--- config.mk ---
export PLATFORM = sky130hd
export DESIGN_NAME = proc_control_fsm
export DESIGN_NICKNAME = d
export VERILOG_FILES = /design/src/rtl/proc_ctrl_pkg.sv /design/src/rtl/reg_decoder.sv /design/src/rtl/proc_control_fsm.sv
export SDC_FILE = /design/constraint.sdc
export NUM_CORES = 1
export LEC_CHECK = 0
export ABC_AREA = 1
export CELL_PAD_IN_SITES_DETAIL_PLACEMENT = 1
export CELL_PAD_IN_SITES_GLOBAL_PLACEMENT = 1
export CORE_UTILIZATION = 24
export DETAILED_ROUTE_END_ITERATION = 7
export GPL_TIMING_DRIVEN = 0
export HOLD_SLACK_MARGIN = 0.03
export PLACE_DENSITY_LB_ADDON = 0.1
export SETUP_SLACK_MARGIN = 0.1
export SLEW_MARGIN = 20
export SYNTH_ARGS = -nofsm -noshare
export SYNTH_HDL_FRONTEND = slang
export SYNTH_SLANG_ARGS = --single-unit
--- constraint.sdc ---
create_clock -name clk -period 3 [get_ports clk]
set_clock_uncertainty 0.05 [all_clocks]
set_input_delay 0.6 -clock clk [delete_from_list [all_inputs] [get_ports clk]]
set_output_delay 0.6 -clock clk [all_outputs]
set_load 0.02 [all_outputs]
--- src/rtl/proc_ctrl_pkg.sv ---
// Shared opcodes, time-step states and instruction field positions for the
// processor control sequencer.
package proc_ctrl_pkg;

    typedef enum logic [1:0] {
        T0 = 2'd0,
        T1 = 2'd1,
        T2 = 2'd2,
        T3 = 2'd3
    } state_t;

    localparam logic [2:0] OP_MV   = 3'b000;
    localparam logic [2:0] OP_MVI  = 3'b001;
    localparam logic [2:0] OP_ADD  = 3'b010;
    localparam logic [2:0] OP_SUB  = 3'b011;
    localparam logic [2:0] OP_MVNZ = 3'b110;

    // Instruction format III_XXX_YYY
    localparam int unsigned III_MSB = 8;
    localparam int unsigned III_LSB = 6;
    localparam int unsigned XXX_MSB = 5;
    localparam int unsigned XXX_LSB = 3;
    localparam int unsigned YYY_MSB = 2;
    localparam int unsigned YYY_LSB = 0;

endpackage

--- src/rtl/reg_decoder.sv ---
// 3-to-8 one-hot register select decoder with an enable.
module reg_decoder (
    input  logic [2:0] sel,
    input  logic       en,
    output logic [7:0] onehot
);

    always_comb begin
        onehot = '0;
        if (en)
            onehot[sel] = 1'b1;
    end

endmodule

--- src/rtl/proc_control_fsm.sv ---
// T0-T3 control sequencer for the processor datapath: register load enables
// and bus drive selects. Define PROC_CTRL_MVNZ_EN to enable the mvnz opcode.
module proc_control_fsm
    import proc_ctrl_pkg::*;
#(
    parameter int NREG = 8
) (
    input  logic            clk,
    input  logic            clear,
    input  logic            run,
    input  logic [8:0]      ir,
    input  logic            g_nz,
    output logic            ir_load,
    output logic [NREG-1:0] r_load,
    output logic            a_load,
    output logic            g_load,
    output logic [NREG-1:0] r_out,
    output logic            g_out,
    output logic            din_out,
    output logic            add_sub,
    output logic            done
);

    state_t     state;
    logic [2:0] op;
    logic [7:0] x_hot;
    logic [7:0] y_hot;
    logic       load_x;
    logic       drive_x;
    logic       drive_y;

    assign op = ir[III_MSB:III_LSB];

    reg_decoder u_x_dec (
        .sel    (ir[XXX_MSB:XXX_LSB]),
        .en     (~clear),
        .onehot (x_hot)
    );

    reg_decoder u_y_dec (
        .sel    (ir[YYY_MSB:YYY_LSB]),
        .en     (~clear),
        .onehot (y_hot)
    );

`ifndef PROC_CTRL_MVNZ_EN
    logic unused_g_nz;
    assign unused_g_nz = g_nz;
`endif

    always_ff @(posedge clk or posedge clear) begin
        if (clear) begin
            state <= T0;
        end else begin
            case (state)
                T0: state <= run ? T1 : T0;
                T1: state <= (op == OP_ADD || op == OP_SUB) ? T2 : T0;
                T2: state <= T3;
                T3: state <= T0;
            endcase
        end
    end

    // Outputs are combinational so that clear blanks them immediately.
    always_comb begin
        ir_load = 1'b0;
        a_load  = 1'b0;
        g_load  = 1'b0;
        g_out   = 1'b0;
        din_out = 1'b0;
        add_sub = 1'b0;
        done    = 1'b0;
        load_x  = 1'b0;
        drive_x = 1'b0;
        drive_y = 1'b0;
        if (!clear) begin
            case (state)
                T0: ir_load = run;
                T1: begin
                    case (op)
                        OP_MV: begin
                            drive_y = 1'b1;
                            load_x  = 1'b1;
                            done    = 1'b1;
                        end
                        OP_MVI: begin
                            din_out = 1'b1;
                            load_x  = 1'b1;
                            done    = 1'b1;
                        end
                        OP_ADD, OP_SUB: begin
                            drive_x = 1'b1;
                            a_load  = 1'b1;
                        end
`ifdef PROC_CTRL_MVNZ_EN
                        OP_MVNZ: begin
                            drive_y = g_nz;
                            load_x  = g_nz;
                            done    = 1'b1;
                        end
`endif
                        default: done = 1'b1;
                    endcase
                end
                T2: begin
                    drive_y = 1'b1;
                    g_load  = 1'b1;
                    add_sub = (op == OP_SUB);
                end
                T3: begin
                    g_out  = 1'b1;
                    load_x = 1'b1;
                    done   = 1'b1;
                end
            endcase
        end
    end

    assign r_load = load_x ? x_hot : '0;
    assign r_out  = drive_x ? x_hot : (drive_y ? y_hot : '0);

endmodule

==> summary.txt <==
Run status
  • Outcome: finished clean

Global routing
  • Total gr overflow: 0
  • GRT Util Overall: 16.5%
  • First-pass GRT wire length: 3.36 mm
  • Initial antenna violation count: 0
  • Largest net degree at the start of global routing: 11
  • Vias in the first global route: 794

Placed design
  • Placed cells: 174
  • Routability cong.: 0.740
  • Dpl hpwl: 1.75 mm
  • Port Buf Inserts: 34

Logic synthesis
  • Post-Syn Area: 607 sq um
  • Mean post-synth cell area: 5.42 sq um
  • Sequential-to-total area share from yosys stat: 8.25%
  • Synth Register Bits: 2
  • Post-Syn Nets: 129
  • Ys Warns: 0
  • Post-Syn Instances: 112
  • Synth cell types: 20

Layout
  • Multi-input logic area: 459 sq um
  • FILL cells: 329
  • Inserted Diodes: 0
  • Layout cells sized above 1: 12.8%
  • FF/Latch Area: 50.0 sq um
  • Area Growth Syn to Fin: 63.3%
  • Final Util: 43.1%
  • Net count reported at finish: 168
  • Fin cells: 177

Setup path
  • Register-to-Register Path Depth: 6
  • Setup CP Type: in -> out
  • CP startpoint kind: input pin
  • R2R setup slack: 1630 ps
  • Critical path capture point type: primary output
  • Worst path required time: 2350 ps
  • Critical path data arrival time: 2160 ps
  • Crit-path max FO: 9

STA
  • Worst Tran Pin Value: 340 ps
  • Final period demand of the worst path: 2810 ps
  • Fmax: 356 MHz
  • Relative slew margins: 77.4%
  • Final critical-path share of the clock period: 93.5%
  • Fin. max-slew vios: 0
  • Post-route setup TNS: 0 ps
  • Unrepaired setup endpoints after global routing: false
  • Final hold vios: 0
  • # setup viols final: 0

Drt
  • Remaining DRCs: 0
  • Routed wire length: 1.96 mm
  • ANT nets after route: 0
  • Iteration-0 DRC Markers: 2
  • DR vias/cell: 4.49
  • WL per Instance: 11.1 microns
  • Vias: 795
  • 1st-pass router iterations: 4

Clocking
  • CTS tree: built
  • # H-tree levels: 1
  • Clock sinks: 2
  • Clk Latency, worst-skew pair: 220 ps
  • TritonCTS buffer count: 3
  • Clock tree buffer depth: 2
  • Worst-path clk slew: 30 ps
  • CTS Root Cell: clkbuf_4

Worst hold path
  • Type of the tightest min-delay check: reg -> reg
  • Hold Crit Depth: 1
  • Startpoint of the worst hold path: state[0]

Pwr
  • Pwr Density: 247 nW/um^2
  • Maximum VDD drop: 0.254 mV
  • Pleak: 0.517 nW

Floorplanning
  • Initial Utilization: 26.4%
  • Die area: 2730 sq um
  • Die W: 52.3 microns
  • Overall die height: 52.3 microns
  • Floorplan row count: 17
  • Total I/O pin count: 36
  • Core area: 2300 sq um

Flow run
  • Max-cap viol count: 0
metal layers:
layer	up-vias	wire (microns)	share of wire, %	GRT usage (%)
met5	-	0	0	0
met4	0	6	0.31	5.26
met2	20	1010	52	31.4
met3	2	63	3.2	1.74
met1	353	880	45	18.8
li1	420	-	-	-
layout by cell type (no fill, tap or decap), types with 3 or more instances in the layout:
cell type,instances
nand2_1,27
clkdlybuf4s50_1,17
o21ai_1,3
dlygate4sd2_1,17
ha_1,4
nor2_4,3
nor3_1,4
o21ai_2,3
nand3_1,3
nand4_1,4
inv_2,4
inv_1,21
clkbuf_4,3
nor2_1,25
worst max-delay path by stage:
| stage | cells past startpoint | startpoint | slack [ps] | to |
|---|---|---|---|---|
| 2_1_floorplan | 2 | clear | 900 | add_sub |
| 3_3_place_gp | 8 | ir[7] | 50 | r_out[1] |
| 3_5_place_dp | 6 | ir[7] | 40 | add_sub |
| 4_1_cts | 6 | ir[7] | 130 | a_load |
| 5_1_grt | 6 | ir[7] | 120 | a_load |
| 6_report | 6 | ir[7] | 190 | a_load |
what timing repair did:
action | in CTS | in global routing
endpoints found under the hold margin | 0 | 0
resized for setup | 17 | 1
hold buffers | 0 | 0
setup buffers | 0 | 0
setup endpoints to repair | 17 | 1
metrics by stage:
step,hold slack (ps),worst slack (ps),total power [mW],cell area (sq um)
after global placement,468,47.8,0.182,982
after CTS,515,131,0.249,983
final,505,194,0.245,991
after global routing,534,120,0.268,991
after floorplan,311,896,0.132,607
after detailed placement,518,36.2,0.188,982
where the power goes:
group	total (mW)	internal [mW]	switching, mW
clock	0.0587	0.0441	0.0146
combinational	0.145	0.0547	0.0906
sequential	0.0406	0.0327	0.00784
total	0.245	0.132	0.113
synth_stat cells:
cell | n | area (sq um)
nor4_1 | 1 | 6.26
nor2_8 | 1 | 20.0
nand2_2 | 2 | 12.5
dfrtp_1 | 2 | 50.1
nand2_1 | 27 | 101
nor3_2 | 1 | 10.0
nor2_1 | 25 | 93.8
buf_6 | 1 | 11.3
ha_1 | 4 | 50.1
nor2_4 | 3 | 33.8
inv_1 | 21 | 78.8
nand3_1 | 3 | 15.0
o21ai_1 | 3 | 15.0
nand3_2 | 1 | 10.0
o21ai_2 | 3 | 26.3
nand4_1 | 4 | 25.0
o31ai_1 | 1 | 7.51
o21ai_0 | 1 | 5.00
inv_2 | 4 | 15.0
nor3_1 | 4 | 20.0
area by class of cell:
| cell class | instances | share of cell area [%] |
|---|---|---|
| Buffer | 1 | 1.14 |
| Inverter | 25 | 9.47 |
| Sequential cell | 2 | 5.05 |
| Timing Repair Buffer | 34 | 32.2 |
| Clock buffer | 3 | 2.27 |
| Multi-Input combinational cell | 84 | 46.3 |
| Tap cell | 28 | 3.54 |
critical path: stages:
cell             delay [ps]
clkdlybuf4s50_1         530
inv_1                    90
nor2_4                  140
nand3_4                 140
inv_1                    80
clkdlybuf4s50_1         590
cells by family (layout without fill, tap and decap cells):
logic type,Yosys count,count (layout),synth area share (%)
AND/OR/NAND/NOR,72,72,57.3
buffers and inverters,26,63,17.3
AO/OA/AOI/OAI,8,8,8.87
adder cells (fa/ha/maj),4,4,8.25
flip-flops,2,2,8.25
Note: power is estimated with default switching activity, not from simulation.
